===== config.mk =====
export PLATFORM = sky130hd
export DESIGN_NAME = flappy_physics_flat
export DESIGN_NICKNAME = d
export VERILOG_FILES = /design/src/rtl/flappy_physics_if.sv /design/src/rtl/flappy_physics.sv /design/src/flat_wrapper.sv
export SDC_FILE = /design/constraint.sdc
export NUM_CORES = 1
export LEC_CHECK = 0
export CORE_MARGIN = 2
export CORE_UTILIZATION = 58
export DETAILED_ROUTE_END_ITERATION = 10
export GPL_TIMING_DRIVEN = 0
export HOLD_SLACK_MARGIN = 0.03
export MAX_ROUTING_LAYER = met4
export PLACE_DENSITY = 0.93
export SYNTH_ARGS = -nofsm -noshare
export SYNTH_HDL_FRONTEND = slang
export SYNTH_SLANG_ARGS = --single-unit

===== constraint.sdc =====
create_clock -name Clk -period 9.85 [get_ports Clk]
set_clock_uncertainty 0.05 [all_clocks]
set_input_delay 0.985 -clock Clk [delete_from_list [all_inputs] [get_ports Clk]]
set_output_delay 0.985 -clock Clk [all_outputs]
set_load 0.01 [all_outputs]

===== src/rtl/flappy_physics_if.sv =====
// Game FSM state, flap button and position/frame outputs of the flappy_physics motion engine.
interface flappy_physics_if;
    localparam int unsigned PW = 10;

    logic          Flap;
    logic          q_I;
    logic          q_EN;
    logic          q_End;
    logic [PW-1:0] XBird;
    logic [PW-1:0] YBird;
    logic [PW-1:0] XPipe1;
    logic [PW-1:0] YPipe1;
    logic [PW-1:0] XPipe2;
    logic [PW-1:0] YPipe2;
    logic          Frame;

    modport master (
        output Flap, q_I, q_EN, q_End,
        input  XBird, YBird, XPipe1, YPipe1, XPipe2, YPipe2, Frame
    );

    modport slave (
        input  Flap, q_I, q_EN, q_End,
        output XBird, YBird, XPipe1, YPipe1, XPipe2, YPipe2, Frame
    );
endinterface


===== src/rtl/flappy_physics.sv =====
// Bird gravity/flap and pipe scrolling engine, updated once per frame tick.
// FLAPPY_RANDOM_GAP_EN: new pipe gaps come from a 16-bit LFSR instead of a fixed table.
module flappy_physics #(
    parameter int unsigned FRAME_DIV    = 833333,
    parameter int unsigned BIRD_X       = 200,
    parameter int unsigned BIRD_Y0      = 240,
    parameter int unsigned FLOOR_Y      = 470,
    parameter int unsigned GRAVITY      = 1,
    parameter int unsigned FLAP_V       = 8,
    parameter int unsigned VMAX         = 10,
    parameter int unsigned PIPE_SPEED   = 2,
    parameter int unsigned PIPE_X0      = 640,
    parameter int unsigned PIPE_SPACING = 320
) (
    input  logic             Clk,
    input  logic             Reset,
    flappy_physics_if.slave  bus
);
    localparam int unsigned PW       = 10;
    localparam int unsigned VW       = 8;
    localparam int unsigned NW       = 11;
    localparam int unsigned CW       = (FRAME_DIV > 1) ? $clog2(FRAME_DIV) : 1;
    localparam int unsigned PIPE_Y1  = 120;
    localparam int unsigned PIPE_Y2  = 200;
    localparam logic [CW-1:0] CNT_LAST = CW'(FRAME_DIV - 1);

    logic [CW-1:0]        cnt, cnt_nxt;
    logic                 frame, frame_nxt;
    logic                 latch, latch_nxt;
    logic                 flap_q;
    logic signed [VW-1:0] vel, vel_nxt;
    logic [PW-1:0]        ybird, ybird_nxt;
    logic [PW-1:0]        x1, x1_nxt, x2, x2_nxt;
    logic [PW-1:0]        y1, y1_nxt, y2, y2_nxt;

    logic                 tick, rise, fire, resp1, resp2;
    logic signed [VW-1:0] vel_up, vel_t;
    logic signed [NW-1:0] ny;
    logic [PW-1:0]        gap_a, gap_b;

`ifdef FLAPPY_RANDOM_GAP_EN
    logic [15:0] lfsr;

    // Fibonacci LFSR, taps 16,14,13,11; free-running in every mode
    always_ff @(posedge Clk) begin
        if (Reset) lfsr <= 16'hACE1;
        else       lfsr <= {lfsr[14:0], lfsr[15] ^ lfsr[13] ^ lfsr[12] ^ lfsr[10]};
    end

    assign gap_a = PW'(40) + PW'(lfsr[7:0]);
    assign gap_b = PW'(40) + PW'(lfsr[15:8]);
`else
    logic [1:0] idx, idx_nxt;

    function automatic logic [PW-1:0] gap_tbl(input logic [1:0] i);
        case (i)
            2'd0:    gap_tbl = PW'(80);
            2'd1:    gap_tbl = PW'(160);
            2'd2:    gap_tbl = PW'(240);
            default: gap_tbl = PW'(120);
        endcase
    endfunction

    assign gap_a = gap_tbl(idx);
    assign gap_b = gap_tbl(idx + 2'd1);
`endif

    assign tick = (cnt == CNT_LAST);
    assign rise = bus.Flap & ~flap_q;
    assign fire = latch | rise;

    // Bird velocity and candidate position for this tick
    always_comb begin
        vel_up = vel + $signed(VW'(GRAVITY));
        if (vel_up > $signed(VW'(VMAX))) vel_up = $signed(VW'(VMAX));
        vel_t = fire ? -$signed(VW'(FLAP_V)) : vel_up;
        ny    = $signed({1'b0, ybird}) + $signed({{(NW-VW){vel_t[VW-1]}}, vel_t});
    end

    assign resp1 = (x1 < PW'(PIPE_SPEED));
    assign resp2 = (x2 < PW'(PIPE_SPEED));

    always_comb begin
        cnt_nxt   = cnt;
        frame_nxt = 1'b0;
        latch_nxt = latch;
        vel_nxt   = vel;
        ybird_nxt = ybird;
        x1_nxt    = x1;
        x2_nxt    = x2;
        y1_nxt    = y1;
        y2_nxt    = y2;
`ifndef FLAPPY_RANDOM_GAP_EN
        idx_nxt   = idx;
`endif
        if (bus.q_End) begin
            cnt_nxt   = tick ? '0 : cnt + CW'(1);
            frame_nxt = tick;
        end else if (bus.q_EN) begin
            cnt_nxt   = tick ? '0 : cnt + CW'(1);
            frame_nxt = tick;
            if (tick) begin
                latch_nxt = 1'b0;
                if (ny[NW-1]) begin
                    ybird_nxt = '0;
                    vel_nxt   = '0;
                end else if (ny > $signed(NW'(FLOOR_Y))) begin
                    ybird_nxt = PW'(FLOOR_Y);
                    vel_nxt   = '0;
                end else begin
                    ybird_nxt = ny[PW-1:0];
                    vel_nxt   = vel_t;
                end
                x1_nxt = resp1 ? x1 + PW'(2*PIPE_SPACING - PIPE_SPEED) : x1 - PW'(PIPE_SPEED);
                x2_nxt = resp2 ? x2 + PW'(2*PIPE_SPACING - PIPE_SPEED) : x2 - PW'(PIPE_SPEED);
                // A second simultaneous respawn takes the following gap value
                if (resp1) y1_nxt = gap_a;
                if (resp2) y2_nxt = resp1 ? gap_b : gap_a;
`ifndef FLAPPY_RANDOM_GAP_EN
                idx_nxt = idx + 2'(resp1) + 2'(resp2);
`endif
            end else if (rise) begin
                latch_nxt = 1'b1;
            end
        end else if (bus.q_I) begin
            cnt_nxt   = '0;
            latch_nxt = 1'b0;
            vel_nxt   = '0;
            ybird_nxt = PW'(BIRD_Y0);
            x1_nxt    = PW'(PIPE_X0);
            x2_nxt    = PW'(PIPE_X0 + PIPE_SPACING);
            y1_nxt    = PW'(PIPE_Y1);
            y2_nxt    = PW'(PIPE_Y2);
`ifndef FLAPPY_RANDOM_GAP_EN
            idx_nxt   = '0;
`endif
        end
    end

    always_ff @(posedge Clk) begin
        if (Reset) begin
            cnt    <= '0;
            frame  <= 1'b0;
            latch  <= 1'b0;
            flap_q <= 1'b0;
            vel    <= '0;
            ybird  <= PW'(BIRD_Y0);
            x1     <= PW'(PIPE_X0);
            x2     <= PW'(PIPE_X0 + PIPE_SPACING);
            y1     <= PW'(PIPE_Y1);
            y2     <= PW'(PIPE_Y2);
`ifndef FLAPPY_RANDOM_GAP_EN
            idx    <= '0;
`endif
        end else begin
            cnt    <= cnt_nxt;
            frame  <= frame_nxt;
            latch  <= latch_nxt;
            flap_q <= bus.Flap;
            vel    <= vel_nxt;
            ybird  <= ybird_nxt;
            x1     <= x1_nxt;
            x2     <= x2_nxt;
            y1     <= y1_nxt;
            y2     <= y2_nxt;
`ifndef FLAPPY_RANDOM_GAP_EN
            idx    <= idx_nxt;
`endif
        end
    end

    assign bus.XBird  = PW'(BIRD_X);
    assign bus.YBird  = ybird;
    assign bus.XPipe1 = x1;
    assign bus.YPipe1 = y1;
    assign bus.XPipe2 = x2;
    assign bus.YPipe2 = y2;
    assign bus.Frame  = frame;
endmodule


===== src/flat_wrapper.sv =====
// flat-port wrapper written by rule: the top's interface ports become plain ports
module flappy_physics_flat 
#(
    parameter int unsigned FRAME_DIV    = 833333,
    parameter int unsigned BIRD_X       = 200,
    parameter int unsigned BIRD_Y0      = 240,
    parameter int unsigned FLOOR_Y      = 470,
    parameter int unsigned GRAVITY      = 1,
    parameter int unsigned FLAP_V       = 8,
    parameter int unsigned VMAX         = 10,
    parameter int unsigned PIPE_SPEED   = 2,
    parameter int unsigned PIPE_X0      = 640,
    parameter int unsigned PIPE_SPACING = 320
)
  (Clk, Reset, bus_Flap, bus_q_I, bus_q_EN, bus_q_End, bus_XBird, bus_YBird, bus_XPipe1, bus_YPipe1, bus_XPipe2, bus_YPipe2, bus_Frame);
  flappy_physics_if bus_i ();
  input  logic Clk;
  input  logic Reset;
  input wire logic [$bits(bus_i.Flap)-1:0] bus_Flap;
  input wire logic [$bits(bus_i.q_I)-1:0] bus_q_I;
  input wire logic [$bits(bus_i.q_EN)-1:0] bus_q_EN;
  input wire logic [$bits(bus_i.q_End)-1:0] bus_q_End;
  output wire logic [$bits(bus_i.XBird)-1:0] bus_XBird;
  output wire logic [$bits(bus_i.YBird)-1:0] bus_YBird;
  output wire logic [$bits(bus_i.XPipe1)-1:0] bus_XPipe1;
  output wire logic [$bits(bus_i.YPipe1)-1:0] bus_YPipe1;
  output wire logic [$bits(bus_i.XPipe2)-1:0] bus_XPipe2;
  output wire logic [$bits(bus_i.YPipe2)-1:0] bus_YPipe2;
  output wire logic [$bits(bus_i.Frame)-1:0] bus_Frame;
  assign bus_i.Flap = bus_Flap;
  assign bus_i.q_I = bus_q_I;
  assign bus_i.q_EN = bus_q_EN;
  assign bus_i.q_End = bus_q_End;
  assign bus_XBird = bus_i.XBird;
  assign bus_YBird = bus_i.YBird;
  assign bus_XPipe1 = bus_i.XPipe1;
  assign bus_YPipe1 = bus_i.YPipe1;
  assign bus_XPipe2 = bus_i.XPipe2;
  assign bus_YPipe2 = bus_i.YPipe2;
  assign bus_Frame = bus_i.Frame;
  flappy_physics #(.FRAME_DIV(FRAME_DIV), .BIRD_X(BIRD_X), .BIRD_Y0(BIRD_Y0), .FLOOR_Y(FLOOR_Y), .GRAVITY(GRAVITY), .FLAP_V(FLAP_V), .VMAX(VMAX), .PIPE_SPEED(PIPE_SPEED), .PIPE_X0(PIPE_X0), .PIPE_SPACING(PIPE_SPACING)) u_core (.Clk(Clk), .Reset(Reset), .bus(bus_i));
endmodule

# Yosys cells after proc, flatten, opt, wreduce, memory -nomap -nowiden
# Cells that the tools add are included.
[word_totals]
in_bits = 6
register_bits = 83
wordCells = 90
[classes]
addsub = 10
eq_ne = 9
reduce_logical = 8
bitwise = 4
mux = 44
magnitude_cmp = 4
[ops]
columns = ["cell", "count"]
rows = [
  ["10-bit two-way mux", 21],
  ["20-bit two-way mux", 4],
  ["8-bit two-way mux", 8],
  ["8-bit one-hot mux with 3 select lines", 2],
  ["10-bit adder, second input constant", 2],
  ["20-bit by 1-bit adder with 20-bit output, second input constant", 1],
  ["20-bit equality test, second input constant", 1],
  ["10-bit by 2-bit < comparator with 1-bit output, second input constant", 2],
  ["10-bit by 2-bit subtractor with 10-bit output, second input constant", 2],
  ["11-bit by 8-bit adder with 11-bit output", 1],
  ["11-bit by 10-bit > comparator with 1-bit output, second input constant", 1],
  ["8-bit by 2-bit adder with 8-bit output, second input constant", 1],
  ["8-bit by 5-bit > comparator with 1-bit output, second input constant", 1],
  ["4-bit AND reduction", 2],
  ["1-bit two-way mux", 6],
  ["2-bit two-way mux", 3],
  ["2-bit by 1-bit inequality test with 1-bit output, second input constant", 3],
  ["3-bit AND reduction", 2],
  ["2-bit by 1-bit adder with 2-bit output", 2],
  ["2-bit by 1-bit equality test with 1-bit output, second input constant", 2],
  ["2-bit equality test, second input constant", 2],
  ["2-bit zero test", 2],
  ["3-bit by 1-bit inequality test with 1-bit output, second input constant", 1],
  ["3-bit nonzero test", 1],
  ["5 further kinds", 6],
]

# Longest topological paths before layout
# Gate-level depths: netlist of run 1.
[depth]
word_depth = 10
mapped_depth = 17
mapped_depth_nobuf = 17

# Worst setup path before layout of run 1
# Ideal clock, no wire load.
[synth_path]
path_type = "input to register"
start = "input bus_Flap"
end = "register u_core.vel[1]"
slack_ns = 6.080
setup_time_ns = 0.060
t_required_ns = 9.740
arrival_time_ns = 3.661
path_buffers = 0
stages = 10
path_cell_list = "a21oi_1 a21boi_0 ha_1 a21oi_1 o22ai_1 or4b_2 o211ai_1 a2111oi_4 nor3_4 a22o_1"
[synth_between]
elab_chain_cells = 9
[synth_lines]
columns = ["item", "line", "source"]
rows = [
  ["start, declared", "flat_wrapper.sv:19", "input wire logic [$bits(bus_i.Flap)-1:0] bus_Flap;"],
  ["1-bit AND *", "flappy_physics.sv:69", "assign rise = bus.Flap & ~flap_q;"],
  ["1-bit OR *", "flappy_physics.sv:70", "assign fire = latch | rise;"],
  ["8-bit two-way mux *", "flappy_physics.sv:76", "vel_t = fire ? -$signed(VW'(FLAP_V)) : vel_up;"],
  ["11-bit by 8-bit adder with 11-bit output", "flappy_physics.sv:77", "ny = $signed({1'b0, ybird}) + $signed({{(NW-VW){vel_t[VW-1]}}, vel_t});"],
  ["11-bit by 10-bit > comparator with 1-bit output", "flappy_physics.sv:107", "end else if (ny > $signed(NW'(FLOOR_Y))) begin"],
  ["8-bit two-way mux", "flappy_physics.sv:107", ""],
  ["8-bit two-way mux *", "flappy_physics.sv:104", "if (ny[NW-1]) begin"],
  ["8-bit two-way mux *", "flappy_physics.sv:102", "if (tick) begin"],
  ["8-bit two-way mux *", "flappy_physics.sv:99", "end else if (bus.q_EN) begin"],
  ["end signal, assigned", "flappy_physics.sv:160", "vel <= vel_nxt;"],
  ["end, declared", "flappy_physics.sv:31", "logic signed [VW-1:0] vel, vel_nxt;"],
]
# Mark *: on every way between the ends. The rest lies on a longest branch, timed or not. The select of a mux whose other input is x is not followed.
# A chain may end at the register's enable or synchronous reset.

# Worst setup path after layout of run 1
[layout_path]
start = "input bus_Flap"
end = "register u_core.ybird[0] (netlist: u_core.bus.YBird[0])"
[layout_between]
elab_chain_cells = 9
[layout_lines]
columns = ["item", "line", "source"]
rows = [
  ["1-bit AND *", "flappy_physics.sv:69", ""],
  ["1-bit OR *", "flappy_physics.sv:70", ""],
  ["8-bit two-way mux *", "flappy_physics.sv:76", ""],
  ["11-bit by 8-bit adder with 11-bit output *", "flappy_physics.sv:77", ""],
  ["11-bit by 10-bit > comparator with 1-bit output", "flappy_physics.sv:107", ""],
  ["10-bit two-way mux", "flappy_physics.sv:107", ""],
  ["10-bit two-way mux *", "flappy_physics.sv:104", ""],
  ["10-bit two-way mux *", "flappy_physics.sv:102", ""],
  ["10-bit two-way mux *", "flappy_physics.sv:99", ""],
  ["end signal, assigned", "flappy_physics.sv:147", "ybird <= PW'(BIRD_Y0);"],
  ["end signal, assigned", "flappy_physics.sv:161", "ybird <= ybird_nxt;"],
  ["end, declared", "flappy_physics.sv:32", "logic [PW-1:0] ybird, ybird_nxt;"],
]
# Marked as above.

==> results.md, run 1 <==
## Status
- result of the run: completed

## Final layout
- Post-Layout Inst Area: 4920 µm²
- Layout Nets: 598
- layout cells sized above 1: 0.0820
- number of inserted diodes: 0
- FILL cells: 506
- Area growth, synth to finish: 20.3%
- Core Util, Final: 0.724

## Worst setup path
- crit path DAT: 4.78 ns
- Critical Path Max Stage Delay: 0.65 ns
- most frequent CP cell: sky130_fd_sc_hd__a21oi_1
- CP delay by family, top: compound AO/OA/AOI/OAI gates
- largest fanout on the critical path: 9
- worst path cell trace: clkdlybuf4s50_1 > a21oi_1 > a21boi_0 > ha_1 > a21oi_1 > o22ai_1 > or4b_2 > o211ai_1 > a2111oi_4 > nor3_4 > a22o_1
- Critical Setup Path Class: in2reg
- CP Data Required Time: 10.09 ns
- Max stage delay cell, worst path: sky130_fd_sc_hd__or4b_2
- type of element capturing the critical path: flop
- category of the worst setup path launch point: primary input
- sum of buffers and inverters on the critical path: 1

## Place
- count of port buffers added during placement: 42
- routability cong.: 0.924
- DPL Wire Length: 7.32 mm
- worst slack, placed: 5.08 ns
- placed standard-cell area: 4700 µm²

## Clock network
- clock-pin transition on the worst setup and hold timing paths: 0.07 ns
- clock tree from TritonCTS: built
- H-Tree Level Count: 3
- post-CTS setup buffers: 0
- latest clock arrival within the worst-skew pair: 0.34 ns
- buffer depth of the longest clock path: 2
- Hold Buf Count CTS: 0
- sink count of the clock tree: 70
- number of instances resized during post-cts repair: 0
- cell at the root of the clock tree: sky130_fd_sc_hd__clkbuf_8
- number of buffers inserted during clock tree synthesis: 9

## Synth
- post-synthesis average cell area: 8.26 µm²
- Post-synth EDFFs: 0
- number of distinct library cells after synthesis: 55
- most instantiated library cell after synthesis: sky130_fd_sc_hd__dfxtp_1
- leading cell types by total area after synthesis: sky130_fd_sc_hd__dfxtp_1 (34%), sky130_fd_sc_hd__ha_1 (6.7%), sky130_fd_sc_hd__xor2_1 (5.6%), sky130_fd_sc_hd__nor2_1 (5.0%), sky130_fd_sc_hd__buf_4 (4.2%)
- synthesized cell area: 4090 µm²
- main flop type after synthesis: sky130_fd_sc_hd__dfxtp_1
- Cells after Synth: 495
- top-area cell type share of the netlist area: 0.343
- Synth area leader: sky130_fd_sc_hd__dfxtp_1
- count of state elements after synthesis: 70
- top cells by instance count after synthesis: sky130_fd_sc_hd__dfxtp_1 (70), sky130_fd_sc_hd__nor2_1 (55), sky130_fd_sc_hd__a21oi_1 (33), sky130_fd_sc_hd__nand2_1 (33), sky130_fd_sc_hd__xor2_1 (26)
- post-synthesis sequential area ratio: 0.343
- count of synthesis-stage warnings from yosys: 0
- Synth async-reset ratio: 0

## GRT
- via count of the first global-routing pass: 3508
- pin count of the biggest net entering global routing: 13
- total routing usage reported by global routing: 0.271
- GRT Residual Overflow: 0
- antenna violations before repair: 0
- wire length of the first global-routing pass: 16.2 mm

## Power and ir drop
- portion of total power attributed to sequential cells: 0.453
- worst-case vdd ir drop: 0.0930 mV
- net switching power: 0.000179 W
- share of total power consumed by net switching: 0.275
- internal power: 0.000472 W
- combinational share of power: 0.160
- leakage power of the design: 2.00 nW
- share of total power in the clock network: 0.387
- total power divided by cell area: 132 nW/µm²

## STA
- worst slew margin relative to its limit: 0.341
- number of max-slew violations in the final report: 0
- Total Negative Setup Slacks: 0 ns
- period utilization: 0.461
- crit path time final: 4.54 ns
- worst-margin pin slew: 0.981 ns
- Setup-failing EPs final: 0
- Worst Slack Setup Final: 5.31 ns
- worst-case hold slack: 0.429 ns
- hold violation total from the final report: 0
- setup repair after global routing missed its margin: false
- top achievable clock speed: 220 MHz

## Floorplan
- DIE AREA: 7740 µm²
- placement row count: 30
- die outline height: 88.0 µm
- horizontal extent of the die: 88.0 µm
- num ports: 67
- initial cell density of the core: 0.602
- core region area: 6790 µm²

## Route
- overall via count from detail_route: 3849
- total routed wirelength: 9.95 mm
- post-detailed-route DRC marker count: 0
- drt via density: 5.75
- count of routing violations after the opening detailed-route iteration: 280
- ANT nets after route: 0
- Pre-Repair DR Iteration Count: 5
- routed wire length per instance: 14.9 µm

## Flow run
- max-cap viol count: 0

## Hold path
- Worst Hold Class: reg2reg

-- metal layers --
metal  routed length (µm)  up-vias  GRT usage  share of wire
li1                     -     1849          -              -
met1                 4210     1821      0.330           0.42
met2                 4960      162      0.449           0.50
met3                  647       17     0.0377          0.065
met4                  138        0      0.113          0.014
met5                    0        -          -              0
-- state kept, by name, indices dropped and copies added (netlist names) --
signal,count
u_core.bus.YPipe1,4
u_core.flap_q,1
u_core.cnt,20
u_core.vel,8
u_core.bus.Frame,1
u_core.idx,2
u_core.bus.YPipe2,5
u_core.bus.XPipe1,9
u_core.bus.XPipe2,9
u_core.latch,1
u_core.bus.YBird,10
-- through the flow --
stage	power (W)	std cells
after floorplan	0.000375	515
after global placement	0.000399	653
after detailed placement	0.000402	653
after CTS	0.000650	669
after global routing	0.000675	669
final	0.000650	669
-- final timing paths --
path | endpoint | from | slack (ns) | cells after the start
setup / recovery | u_core.bus.YBird[0] | bus_Flap | 5.31 | 11
hold reg to reg | u_core.latch | u_core.latch | 0.43 | 1
setup reg to reg | u_core.bus.YBird[0] | u_core.vel[0] | 5.43 | 14
hold / removal | u_core.latch | u_core.latch | 0.43 | 1
-- logic make-up after synthesis --
family | after synthesis | synth area share
mux | 3 | 0.00734
xor+xnor | 40 | 0.0857
fa+ha+maj | 24 | 0.0771
compound gates | 109 | 0.173
buf+inv | 58 | 0.0747
other cells | 2 | 0.00184
flops | 70 | 0.343
simple gates | 189 | 0.237
-- cell usage in the layout, fill, tap and decap left out, drive strengths merged, types with 5 or more instances in the layout --
| cell type | netlist | final |
|---|---|---|
| a21o | 7 | 7 |
| a21oi | 33 | 33 |
| a22o | 10 | 10 |
| a22oi | 5 | 5 |
| and3 | 9 | 9 |
| buf | 24 | 24 |
| clkbuf | 14 | 24 |
| clkdlybuf4s50 | 0 | 42 |
| conb | 2 | 22 |
| dfxtp | 70 | 70 |
| ha | 22 | 22 |
| inv | 19 | 19 |
| nand2 | 33 | 33 |
| nand2b | 9 | 9 |
| nand3 | 23 | 23 |
| nand4 | 11 | 11 |
| nor2 | 55 | 55 |
| nor3 | 21 | 21 |
| o21ai | 24 | 24 |
| o22ai | 8 | 8 |
| xnor2 | 14 | 14 |
| xor2 | 26 | 26 |
-- power groups by stage --
stage	registers, W	clock network [W]	logic, W
after floorplan	0.000302	0	0.0000737
after global placement	0.000301	0	0.0000986
after detailed placement	0.000301	0	0.000101
after CTS	0.000295	0.000253	0.000102
after global routing	0.000295	0.000265	0.000114
final	0.000295	0.000252	0.000104
-- final cells by class --
cell class | count | area (µm²) | share of cell area
inverters | 20 | 75.1 | 0.0153
plain buffers | 38 | 230 | 0.0468
repair buffers | 42 | 420 | 0.0855
flip-flops and latches | 70 | 1400 | 0.285
multi-input cells | 387 | 2460 | 0.500
clock inverters | 6 | 86.3 | 0.0176
well taps | 96 | 120 | 0.0244
clock buffers | 10 | 128 | 0.0259
Note: power is estimated with default switching activity, not from simulation.
==> run 2: changes to the inputs <==
--- a/config.mk
+++ b/config.mk
@@ -6,12 +6,12 @@
 export NUM_CORES = 1
 export LEC_CHECK = 0
 export CORE_MARGIN = 2
-export CORE_UTILIZATION = 58
+export CORE_UTILIZATION = 54
 export DETAILED_ROUTE_END_ITERATION = 10
 export GPL_TIMING_DRIVEN = 0
 export HOLD_SLACK_MARGIN = 0.03
 export MAX_ROUTING_LAYER = met4
-export PLACE_DENSITY = 0.93
+export PLACE_DENSITY = 0.88
 export SYNTH_ARGS = -nofsm -noshare
 export SYNTH_HDL_FRONTEND = slang
 export SYNTH_SLANG_ARGS = --single-unit
==> constraint.sdc (replaced) <==
create_clock -name Clk -period 4.25 [get_ports Clk]
set_clock_uncertainty 0.05 [all_clocks]
set_input_delay 0.425 -clock Clk [delete_from_list [all_inputs] [get_ports Clk]]
set_output_delay 0.425 -clock Clk [all_outputs]
set_load 0.01 [all_outputs]
==> run 2 against run 1 <==
Effect of this change:
- combinational power rose by 130%
- sequential share of layout area shrank 0.19 points
- cell count rose by 0.90%
- flip-flop and latch count stayed put
- critical path depth is 6 higher
- via count shrank 0.52%
- critical endpoint is now u_core.bus.YBird[3]
- highest routed layer unchanged
==> results.md, run 2 (synthesized netlist as in run 1, its figures left out) <==
## Route
- post-detailed-route DRC marker count: 0, unchanged
- count of routing violations after the opening detailed-route iteration: 239, -15%
- drt via density: 5.67, -1.4%
- routed wire length per instance: 14.6 µm, -2.1%
- total routed wirelength: 9.83 mm, -1.2%
- ANT nets after route: 0, unchanged
- Pre-Repair DR Iteration Count: 5, unchanged
- overall via count from detail_route: 3829, -0.52%

## Final layout
- count of non-filler cells in the finished layout: 675, +0.90%
- Reg with most FFs: u_core.cnt
- Layout Nets: 601, +0.50%
- most common cell after layout, fill and taps aside: sky130_fd_sc_hd__dfxtp_1
- Area growth, synth to finish: 21.2%
- Core Util, Final: 0.680, -0.0443
- layout cells sized above 1: 0.0938, +0.0117
- number of inserted diodes: 0, unchanged
- flip-flop count of the largest register after layout: 20, unchanged
- most frequent cells in the layout: sky130_fd_sc_hd__dfxtp_1 (69), sky130_fd_sc_hd__nor2_1 (55), sky130_fd_sc_hd__clkdlybuf4s50_1 (42)

## Worst setup path
- Critical Path Max Stage Delay: 0.45 ns, -0.20 ns
- type of element capturing the critical path: flop
- Max stage delay cell, worst path: sky130_fd_sc_hd__a2111oi_4
- Critical Setup Path Class: reg2reg
- crit path DAT: 4.11 ns, -0.67 ns
- category of the worst setup path launch point: flop
- CP delay by family, top: compound AO/OA/AOI/OAI gates
- worst path cell trace: ha_1 > nand3_1 > xor2_1 > o21ai_0 > o31ai_2 > nand2_1 > nor2_1 > ha_1 > fa_2 > nand3_1 > nand2_1 > xnor2_1 > a41o_1 > a2111oi_4 > nor3_4 > buf_12 > a22o_1
- sum of buffers and inverters on the critical path: 1, unchanged
- largest fanout on the critical path: 9, unchanged
- CP Data Required Time: 4.44 ns, -5.65 ns

## STA
- Setup-failing EPs final: 0, unchanged
- number of max-slew violations in the final report: 0, unchanged
- crit path time final: 3.93 ns
- top achievable clock speed: 255 MHz
- Total Negative Setup Slacks: 0 ns, unchanged
- hold violation total from the final report: 0, unchanged
- worst slew margin relative to its limit: 0.327, -0.0142
- period utilization: 0.924
- worst-case hold slack: 0.432 ns, +0.00277 ns
- setup repair after global routing missed its margin: false
- worst-margin pin slew: 1.00 ns, +0.0211 ns

## Clock network
- cell at the root of the clock tree: sky130_fd_sc_hd__clkbuf_8
- Hold Buf Count CTS: 0, unchanged
- H-Tree Level Count: 3, unchanged
- clock-pin transition on the worst setup and hold timing paths: 0.07 ns, about the same
- buffer depth of the longest clock path: 2, unchanged
- sink count of the clock tree: 70, unchanged
- clock tree from TritonCTS: built
- latest clock arrival within the worst-skew pair: 0.34 ns, about the same
- number of buffers inserted during clock tree synthesis: 9, unchanged

## GRT
- pin count of the biggest net entering global routing: 14, +1
- via count of the first global-routing pass: 3488, -0.57%
- wire length of the first global-routing pass: 16.1 mm, -1.0%
- antenna violations before repair: 0, unchanged
- total routing usage reported by global routing: 0.242, -0.0294
- GRT Residual Overflow: 0, unchanged

## Place
- count of port buffers added during placement: 42, unchanged
- placed cell count: 656, +0.46%
- DPL Wire Length: 7.26 mm, -0.88%
- routability cong.: 0.894, -3.2%

## Hold path
- Worst Hold Class: reg2reg

## Power and ir drop
- worst-case vdd ir drop: 0.250 mV, +170%
- total power divided by cell area: 296 nW/µm², +120%
- leakage power of the design: 2.00 nW, +0.19%

## Floorplan
- DIE AREA: 8280 µm², +7.1%
- die outline height: 91.0 µm, +3.5%
- placement row count: 31, +3.3%
- horizontal extent of the die: 91.0 µm, +3.5%
- core region area: 7290 µm², +7.3%
- num ports: 67, unchanged
- initial cell density of the core: 0.561, -0.0411

## Status
- result of the run: completed

## Flow run
- max-cap viol count: 0, unchanged

==> run 2: cell count changes in the layout (fill, tap and decap cells not counted), sizes merged <==
cell,before,now
buf,24,27
bufinv,2,1
clkinv,4,2
clkinvlp,1,3
inv,19,20
==> run 2: worst min-delay path, cell delays in order, from the launching register on <==
cell and delay [ns]:
sky130_fd_sc_hd__dfxtp_1 0.32, sky130_fd_sc_hd__nand2b_1 0.06, sky130_fd_sc_hd__a21oi_1 0.06
==> run 2: layout make-up <==
type | instances | area, µm²
timing repair buffer | 45 | 455
sequential | 70 | 1400
multi-input combinational | 387 | 2470
clock inverter | 6 | 70.1
tap | 99 | 124
inverter | 20 | 75.1
buffer | 38 | 230
clock buffer | 10 | 128
fill | 635 | 2340
==> run 2: worst paths after layout <==
path                          end                  from  cells past startpoint  slack (ns)
min reg2reg  u_core.bus.YPipe1[7]  u_core.bus.YPipe1[7]                      2        0.43
max           u_core.bus.YBird[3]         u_core.vel[1]                     17        0.32
max reg2reg   u_core.bus.YBird[3]         u_core.vel[1]                     17        0.32
min          u_core.bus.YPipe1[7]  u_core.bus.YPipe1[7]                      2        0.43
==> run 2: per-layer routing <==
| layer | global-route usage | up-vias | wire, µm |
|---|---|---|---|
| li1 | - | 1849 | - |
| met1 | 0.297 | 1834 | 4310 |
| met2 | 0.407 | 131 | 4890 |
| met3 | 0.0307 | 15 | 483 |
| met4 | 0.0884 | 0 | 153 |
| met5 | - | - | 0 |
==> run 2: metrics by stage <==
step | cell area (µm²) | power [W] | worst slack, ns
after global routing | 4960 | 0.00153 | 0.0244
after CTS | 4910 | 0.00146 | 0.0186
final | 4960 | 0.00147 | 0.322
after detailed placement | 4710 | 0.000931 | -0.00653
after floorplan | 4160 | 0.000870 | 0.601
after global placement | 4710 | 0.000927 | 0.0258
==> run 2: where the power goes <==
part	leakage, nW	switching (W)	internal, W	total, W
clock	0.0891	0.000265	0.000274	0.000539
combinational	1.35	0.000144	0.0000987	0.000243
sequential	0.567	0.0000152	0.000668	0.000683
==> run 2: what timing repair did <==
| action | in CTS | in global routing |
|---|---|---|
| buffers inserted | 0 | 3 |
| gates cloned | 0 | 0 |
| setup endpoints to repair | 1 | 14 |
| pin swaps | 1 | 3 |
| endpoints found under the hold margin | 0 | 0 |
| gates resized for setup | 0 | 5 |
